<file path="config.mk">
export PLATFORM = sky130hd
export DESIGN_NAME = hidden_delta_engine_flat
export DESIGN_NICKNAME = d
export VERILOG_FILES = /design/src/rtl/hidden_delta_engine_pkg.sv /design/src/rtl/hidden_delta_engine_if.sv /design/src/rtl/hidden_delta_engine_scale.sv /design/src/rtl/hidden_delta_engine.sv /design/src/flat_wrapper.sv
export SDC_FILE = /design/constraint.sdc
export NUM_CORES = 1
export LEC_CHECK = 0
export ABC_AREA = 1
export BUFFER_PORTS_ARGS = -buffer_cell sky130_fd_sc_hd__buf_2
export CAP_MARGIN = 20
export CORE_ASPECT_RATIO = 1.25
export CORE_MARGIN = 4
export CORE_UTILIZATION = 30
export DETAILED_ROUTE_END_ITERATION = 7
export MAX_ROUTING_LAYER = met4
export PLACE_DENSITY = 0.54
export RECOVER_POWER = 50
export SLEW_MARGIN = 20
export SYNTH_ARGS = -nofsm -noshare
export SYNTH_HDL_FRONTEND = slang
export SYNTH_SLANG_ARGS = --single-unit
</file>
<file path="constraint.sdc">
create_clock -name clk -period 13.59 [get_ports clk]
set_input_delay 0.6795 -clock clk [delete_from_list [all_inputs] [get_ports clk]]
set_output_delay 0.6795 -clock clk [all_outputs]
set_load 0.01 [all_outputs]
</file>
<file path="src/rtl/hidden_delta_engine_pkg.sv">
// hidden_delta_pkg: shared types and helpers for hidden_delta_engine.
//   state_e  - controller states
//   ONE      - fixed-point 1.0 for the default format (W=10, FRAC=6)
//   ACC_W    - MAC accumulator width for the default sizing
//   sat_w()  - clip a wide signed value into a signed field of 'width' bits
package hidden_delta_pkg;

    typedef enum logic [2:0] {IDLE, MAC, SCALE, EMIT, DONE} state_e;

    localparam int DEF_W     = 10;
    localparam int DEF_FRAC  = 6;
    localparam int DEF_N_OUT = 3;
    localparam int ONE       = 1 << DEF_FRAC;
    localparam int ACC_W     = 2 * DEF_W + $clog2(DEF_N_OUT);

    typedef struct packed {
        logic signed [63:0] val;
        logic               flag;
    } sat_t;

    function automatic sat_t sat_w(input logic signed [63:0] value, input int width);
        logic signed [63:0] hi;
        logic signed [63:0] lo;
        sat_t               res;
        hi = (64'sd1 <<< (width - 1)) - 64'sd1;
        lo = -(64'sd1 <<< (width - 1));
        res.val  = value;
        res.flag = 1'b0;
        if (value > hi) begin
            res.val  = hi;
            res.flag = 1'b1;
        end else if (value < lo) begin
            res.val  = lo;
            res.flag = 1'b1;
        end
        return res;
    endfunction

endpackage

</file>
<file path="src/rtl/hidden_delta_engine_if.sv">
// hidden_delta_engine_if: job request and result stream of hidden_delta_engine.
//   master: drives start, operands and out_ready; observes status and beats.
//   slave : the engine side.
interface hidden_delta_engine_if #(
    parameter int W        = 10,
    parameter int N_HIDDEN = 5,
    parameter int N_OUT    = 3
);
    localparam int IW = (N_HIDDEN > 1) ? $clog2(N_HIDDEN) : 1;

    logic                        start;
    logic [N_OUT*W-1:0]          delta1_i;
    logic [N_OUT*N_HIDDEN*W-1:0] weight_i;
    logic [N_HIDDEN*W-1:0]       act_i;
    logic                        busy;
    logic                        out_valid;
    logic                        out_ready;
    logic [IW-1:0]               out_idx;
    logic signed [W-1:0]         out_delta;
    logic                        sat_flag;
    logic                        done;

    modport master (
        output start, delta1_i, weight_i, act_i, out_ready,
        input  busy, out_valid, out_idx, out_delta, sat_flag, done
    );

    modport slave (
        input  start, delta1_i, weight_i, act_i, out_ready,
        output busy, out_valid, out_idx, out_delta, sat_flag, done
    );
endinterface

</file>
<file path="src/rtl/hidden_delta_engine_scale.sv">
// fxp_deriv_scale: combinational scale step for one hidden neuron.
//   i_acc   - signed sum_k delta1[k]*W[k][j] (2*FRAC fractional bits)
//   i_act   - unsigned activation out0[j]
//   o_delta - saturated f'(act) * (acc >>> FRAC), W-bit signed
//   o_sat   - result was clipped
module fxp_deriv_scale
    import hidden_delta_pkg::*;
#(
    parameter int W     = 10,
    parameter int FRAC  = 6,
    parameter int ACC_W = 22
) (
    input  logic signed [ACC_W-1:0] i_acc,
    input  logic        [W-1:0]     i_act,
    output logic signed [W-1:0]     o_delta,
    output logic                    o_sat
);
    localparam logic signed [63:0] L_ONE = 64'sd1 <<< FRAC;

    logic signed [63:0] w_s;
    logic signed [63:0] w_act;
    logic signed [63:0] w_a;
    logic signed [63:0] w_d;
    logic signed [63:0] w_r;
    sat_t               w_res;

    always_comb begin
        w_s   = 64'(i_acc) >>> FRAC;
        w_act = 64'(i_act);
        // Activations above 1.0 are clamped, which makes the derivative 0.
        w_a   = (w_act > L_ONE) ? L_ONE : w_act;
        w_d   = (w_a * (L_ONE - w_a)) >>> FRAC;
        w_r   = (w_s * w_d) >>> FRAC;
        w_res = sat_w(w_r, W);
        o_delta = W'(w_res.val);
        o_sat   = w_res.flag;
    end
endmodule

</file>
<file path="src/rtl/hidden_delta_engine.sv">
// hidden_delta_engine: sequential hidden-layer delta calculator.
//   clk, rst_n - clock, async active-low reset
//   io_bus     - slave side of hidden_delta_engine_if: start/busy/done control,
//                latched operands, and one (out_idx, out_delta, sat_flag) beat
//                per hidden neuron on a valid/ready stream.
// One shared multiplier accumulates N_OUT terms per neuron, then the scale
// step applies f'(a) = a*(1-a) and saturates.
module hidden_delta_engine
    import hidden_delta_pkg::*;
#(
    parameter int W        = 10,
    parameter int FRAC     = 6,
    parameter int N_HIDDEN = 5,
    parameter int N_OUT    = 3
) (
    input  logic                  clk,
    input  logic                  rst_n,
    hidden_delta_engine_if.slave  io_bus
);
    localparam int ACC_L = 2 * W + $clog2(N_OUT);
    localparam int JW    = (N_HIDDEN > 1) ? $clog2(N_HIDDEN) : 1;
    localparam int KW    = (N_OUT > 1) ? $clog2(N_OUT) : 1;
    localparam int WIX   = (N_OUT * N_HIDDEN > 1) ? $clog2(N_OUT * N_HIDDEN) : 1;
    localparam logic [JW-1:0] J_LAST = JW'(N_HIDDEN - 1);
    localparam logic [KW-1:0] K_LAST = KW'(N_OUT - 1);

    state_e                                r_state;
    logic [N_OUT-1:0][W-1:0]               r_d1;
    logic [N_OUT*N_HIDDEN-1:0][W-1:0]      r_wt;
    logic [N_HIDDEN-1:0][W-1:0]            r_act;
    logic [JW-1:0]                         r_j;
    logic [KW-1:0]                         r_k;
    logic signed [ACC_L-1:0]               r_acc;
    logic                                  r_busy;
    logic                                  r_valid;
    logic                                  r_done;
    logic                                  r_sat;
    logic [JW-1:0]                         r_idx;
    logic signed [W-1:0]                   r_delta;

    logic [WIX-1:0]      w_widx;
    logic signed [W-1:0] w_d1_k;
    logic signed [W-1:0] w_wt_kj;
    logic signed [2*W-1:0] w_prod;
    logic signed [W-1:0] w_delta;
    logic                w_sat;

    // W[k][j] lives at flat element k*N_HIDDEN + j.
    assign w_widx  = WIX'(int'(r_k) * N_HIDDEN + int'(r_j));
    assign w_d1_k  = r_d1[r_k];
    assign w_wt_kj = r_wt[w_widx];
    assign w_prod  = w_d1_k * w_wt_kj;

    fxp_deriv_scale #(.W(W), .FRAC(FRAC), .ACC_W(ACC_L)) u_scale (
        .i_acc   (r_acc),
        .i_act   (r_act[r_j]),
        .o_delta (w_delta),
        .o_sat   (w_sat)
    );

    always_ff @(posedge clk or negedge rst_n) begin
        if (!rst_n) begin
            r_state <= IDLE;
            r_d1    <= '0;
            r_wt    <= '0;
            r_act   <= '0;
            r_j     <= '0;
            r_k     <= '0;
            r_acc   <= '0;
            r_busy  <= 1'b0;
            r_valid <= 1'b0;
            r_done  <= 1'b0;
            r_sat   <= 1'b0;
            r_idx   <= '0;
            r_delta <= '0;
        end else begin
            case (r_state)
                IDLE: begin
                    if (io_bus.start) begin
                        r_d1    <= io_bus.delta1_i;
                        r_wt    <= io_bus.weight_i;
                        r_act   <= io_bus.act_i;
                        r_j     <= '0;
                        r_k     <= '0;
                        r_acc   <= '0;
                        r_busy  <= 1'b1;
                        r_state <= MAC;
                    end
                end
                MAC: begin
                    r_acc <= r_acc + ACC_L'(w_prod);
                    if (r_k == K_LAST) begin
                        r_k     <= '0;
                        r_state <= SCALE;
                    end else begin
                        r_k <= r_k + KW'(1);
                    end
                end
                SCALE: begin
                    // Beat is registered and presented in the same step.
                    r_delta <= w_delta;
                    r_sat   <= w_sat;
                    r_idx   <= r_j;
                    r_valid <= 1'b1;
                    r_state <= EMIT;
                end
                EMIT: begin
                    if (io_bus.out_ready) begin
                        r_valid <= 1'b0;
                        if (r_j == J_LAST) begin
                            r_busy  <= 1'b0;
                            r_done  <= 1'b1;
                            r_state <= DONE;
                        end else begin
                            r_j     <= r_j + JW'(1);
                            r_k     <= '0;
                            r_acc   <= '0;
                            r_state <= MAC;
                        end
                    end
                end
                DONE: begin
                    r_done  <= 1'b0;
                    r_state <= IDLE;
                end
                default: r_state <= IDLE;
            endcase
        end
    end

    assign io_bus.busy      = r_busy;
    assign io_bus.out_valid = r_valid;
    assign io_bus.done      = r_done;
    assign io_bus.sat_flag  = r_sat;
    assign io_bus.out_idx   = r_idx;
    assign io_bus.out_delta = r_delta;
endmodule

</file>
<file path="src/flat_wrapper.sv">
// flat-port wrapper written by rule: the top's interface ports become plain ports
module hidden_delta_engine_flat import hidden_delta_pkg::*;
#(
    parameter int W        = 10,
    parameter int FRAC     = 6,
    parameter int N_HIDDEN = 5,
    parameter int N_OUT    = 3
)
  (clk, rst_n, io_bus_start, io_bus_delta1_i, io_bus_weight_i, io_bus_act_i, io_bus_out_ready, io_bus_busy, io_bus_out_valid, io_bus_out_idx, io_bus_out_delta, io_bus_sat_flag, io_bus_done);
  hidden_delta_engine_if #(.W(W), .N_HIDDEN(N_HIDDEN), .N_OUT(N_OUT)) io_bus_i ();
  input  logic clk;
  input  logic rst_n;
  input wire logic [$bits(io_bus_i.start)-1:0] io_bus_start;
  input wire logic [$bits(io_bus_i.delta1_i)-1:0] io_bus_delta1_i;
  input wire logic [$bits(io_bus_i.weight_i)-1:0] io_bus_weight_i;
  input wire logic [$bits(io_bus_i.act_i)-1:0] io_bus_act_i;
  input wire logic [$bits(io_bus_i.out_ready)-1:0] io_bus_out_ready;
  output wire logic [$bits(io_bus_i.busy)-1:0] io_bus_busy;
  output wire logic [$bits(io_bus_i.out_valid)-1:0] io_bus_out_valid;
  output wire logic [$bits(io_bus_i.out_idx)-1:0] io_bus_out_idx;
  output wire logic [$bits(io_bus_i.out_delta)-1:0] io_bus_out_delta;
  output wire logic [$bits(io_bus_i.sat_flag)-1:0] io_bus_sat_flag;
  output wire logic [$bits(io_bus_i.done)-1:0] io_bus_done;
  assign io_bus_i.start = io_bus_start;
  assign io_bus_i.delta1_i = io_bus_delta1_i;
  assign io_bus_i.weight_i = io_bus_weight_i;
  assign io_bus_i.act_i = io_bus_act_i;
  assign io_bus_i.out_ready = io_bus_out_ready;
  assign io_bus_busy = io_bus_i.busy;
  assign io_bus_out_valid = io_bus_i.out_valid;
  assign io_bus_out_idx = io_bus_i.out_idx;
  assign io_bus_out_delta = io_bus_i.out_delta;
  assign io_bus_sat_flag = io_bus_i.sat_flag;
  assign io_bus_done = io_bus_i.done;
  hidden_delta_engine #(.W(W), .FRAC(FRAC), .N_HIDDEN(N_HIDDEN), .N_OUT(N_OUT)) u_core (.clk(clk), .rst_n(rst_n), .io_bus(io_bus_i));
endmodule
</file>
==> flow_summary.toml <==
[outcome]
outcome = "finished with violations"
violations = "max-capacitance violations, max-slew violations"

[detailed_routing]
drt_iter0_markers = 1397
drt_drc_violations_left = 0
viasPerCell = 4.600
first_pass_iters = 6
drt_wl_total_mm = 93.70
drtAntennaViolNets = 0
wire_per_inst_microns = 17.00
dr_total_vias = 25350

[logic_synthesis]
yosys.cell_types.count = 68
synth_area_leader_cell = "fa_1"
yosysSeqAreaShare = 0.2218
ys_async_sr_fraction = 1.000
synth_top_family_by_area = "adder cells"
synth_compound_area_frac = 0.05948
syn_area_sq_mm = 0.03126
netlist_instances = 3900
ys.flop_type = "dfrtp_1"
syn_avg_cell_area_sq_um = 8.015
synth-edff-count = 0
synth_xor_area_frac = 0.01261
count_of_yosys_warnings_during_synthesis = 0
synth_top_area_share = 0.2895
synth-simple-area-share = 0.2208
synth-seq-cells = 277
post_synth_main_area_contributors = "fa_1 (29%), dfrtp_1 (22%), nand2_1 (15%)"
synth_fa_ha_area_frac = 0.3776
multiplexer_share_of_the_synthesized_area = 0

[setup_path]
worst-r2r-cell-count = 53
cp-start-kind = "flip-flop"
critical_path.max_fanout = 9
worst-setup-path-type = "reg -> reg"
critical-path-slowest-cell = "fa_1"
timing.rr.start = "u_core.r_j[0]"
worst-endpoint-required_ns = 14.04
ff2ff_setup_slack_ns = 0.86
cpPeakStageDelay_ns = 0.75
worstReg2RegEnd = "u_core.io_bus.out_delta[0]"
critical_path.endpoint_type = "flip-flop"
critical_path.endpoint = "u_core.io_bus.out_delta[0]"
cp_common_cell = "fa_1"
crit_path_start = "u_core.r_j[0]"
critical_path_arrival_ns = 13.18

[layout]
drive_gt1_frac = 0.1093
layout.cells.most_common = "nand2_1"
final_net_count = 5057
area_growth_syn_to_layout_pct = 13.20
layout.cells.most_common_list = "nand2_1 (1229), inv_1 (726), fa_1 (449)"

[global_route]
initial_antenna_violation_count = 2
grt_pass1_wl_mm = 150.4
via_count_of_the_first_global_routing_pass = 27510
grt_ovf = 0
grtUsageTotal = 0.1774
grt_max_degree = 176

[sta]
layout_min_cycle_time_ns = 12.73
slew-limit-headroom = -4.106
skew_ns = 0.05306
setup_tns_ns = 0
final_hold_viol_count = 0
tightest_slew_ns = 7.659
maxSlewViolCount = 520
fmax_ghz = 0.07856
period_share = 0.9366
timing.final.setup_violations = 0
rsz0062_at_grt = "false"

[clocking]
ctsHtreeMaxLevel = 1
max-clock-path-buffers = 3
tritoncts = "done"
cts.clk_slew.worst_paths_ns = 0.07
tritoncts.num_buffers = 28
post_cts_hold_buffer_count = 0
clock_tree.root_cell = "clkbuf_16"
clock_sinks = 277
insertion_delay_of_the_later_clocked_pin_in_the_worst_skew_pair_ns = 0.62

[floorplan]
die-width_microns = 296.7
boundaryPins = 251
fp.dieH_microns = 368.9
design.die.area_sq_mm = 0.1095
initial_core_util = 0.3018
row_count = 132
core_area_sq_mm = 0.1036

[worst_hold_path]
hold_path.class = "in -> reg"
holdPathStages = 3

[placed_design]
gpl.final_weighted_congestion = 0.9373
dpl.hpwl_mm = 75.60
io_buffers = 250

[flow_run]
maxCapViolCount = 5
cell families (layout without fill, tap and decap cells):
logic type | Yosys count | after routing
AO/OA/AOI/OAI | 311 | 312
XOR/XNOR | 42 | 42
adder cells (fa/ha/maj) | 672 | 672
buffers and inverters | 868 | 1106
flip-flops | 277 | 277
other | 2 | 35
AND/OR/NAND/NOR | 1728 | 1728
registers in the layout, indices dropped and copies added (netlist names), 2 cells and up:
signal                   flops
u_core.r_k                   2
u_core.r_act                50
u_core.io_bus.out_delta     10
u_core.r_j                   3
u_core.io_bus.out_idx        3
u_core.r_wt                150
u_core.r_acc                22
u_core.r_d1                 30
u_core.r_state               3
metrics by stage:
stage | utilization | hold slack, ns | worst slack (ns) | cells | instance area [sq um]
2_1_floorplan | - | 0.3839 | 1.416 | 3932 | 31380
3_3_place_gp | 0.3288 | 0.4491 | 0.5003 | 5432 | 34050
3_5_place_dp | 0.3288 | 0.4534 | 0.3745 | 5432 | 34050
4_1_cts | 0.3386 | 0.04053 | 0.3424 | 5482 | 35060
5_1_grt | 0.3417 | 0.2262 | 0.005432 | 5512 | 35380
6_report | 0.3417 | 0.2511 | 0.8616 | 5512 | 35380
how the worst min path moves through the flow:
stage / from / end / slack [ns]
finish: io_bus_weight_i[18] / u_core.r_wt[18] / 0.25
global route: io_bus_weight_i[96] / u_core.r_wt[96] / 0.23
CTS: rst_n / u_core.r_wt[128] / 0.04
detailed placement: u_core.r_wt[11] / u_core.r_wt[11] / 0.45
global placement: u_core.r_wt[129] / u_core.r_wt[129] / 0.45
floorplan: rst_n / u_core.io_bus.busy / 0.38
routing by layer:
metal / track usage / routed length (microns) / vias up
li1: - / - / 12150
met1: 0.2118 / 38700 / 12460
met2: 0.3175 / 47850 / 599
met3: 0.01530 / 3863 / 142
met4: 0.05659 / 3285 / 0
met5: - / 0 / -
layout make-up:
cell class | count | area, sq um
multi-input cells | 2788 | 21240
flip-flops and latches | 277 | 6935
repair buffers | 311 | 1689
well taps | 1340 | 1677
inverters | 744 | 2819
repair inverters | 1 | 7.507
fillers | 10940 | 68170
clock inverters | 16 | 250.2
diodes | 1 | 2.502
clock buffers | 34 | 763.2
Yosys cell counts, drive strengths merged (9+ instances only):
| library cell | instances |
|---|---|
| a21oi | 126 |
| a22oi | 15 |
| a31oi | 9 |
| buf | 16 |
| clkbuf | 107 |
| dfrtp | 277 |
| fa | 452 |
| ha | 220 |
| inv | 737 |
| nand2 | 1263 |
| nand3 | 98 |
| nor2 | 326 |
| nor3 | 14 |
| o21a | 13 |
| o21ai | 88 |
| o22ai | 11 |
| or2 | 12 |
| xnor2 | 16 |
| xor2 | 26 |
critical path: cells and delay by family (launching register included):
kind / cells / cell delay [ns]
adders and majority gates: 15 / 6.76
DFF: 1 / 0.47
buffers and inverters: 11 / 1.10
and+or+nand+nor: 20 / 2.69
AOI/OAI and AO/OA: 7 / 1.56
timing repair:
| item | 4_1_cts | 5_1_grt |
|---|---|---|
| endpoints found under the setup margin | 0 | 11 |
| buffers inserted | 0 | 27 |
| gates resized for setup | 0 | 40 |
Power is left out: the tool's default activity adds up to more than one toggle a clock period on the data nets, which glitch-free logic cannot reach.
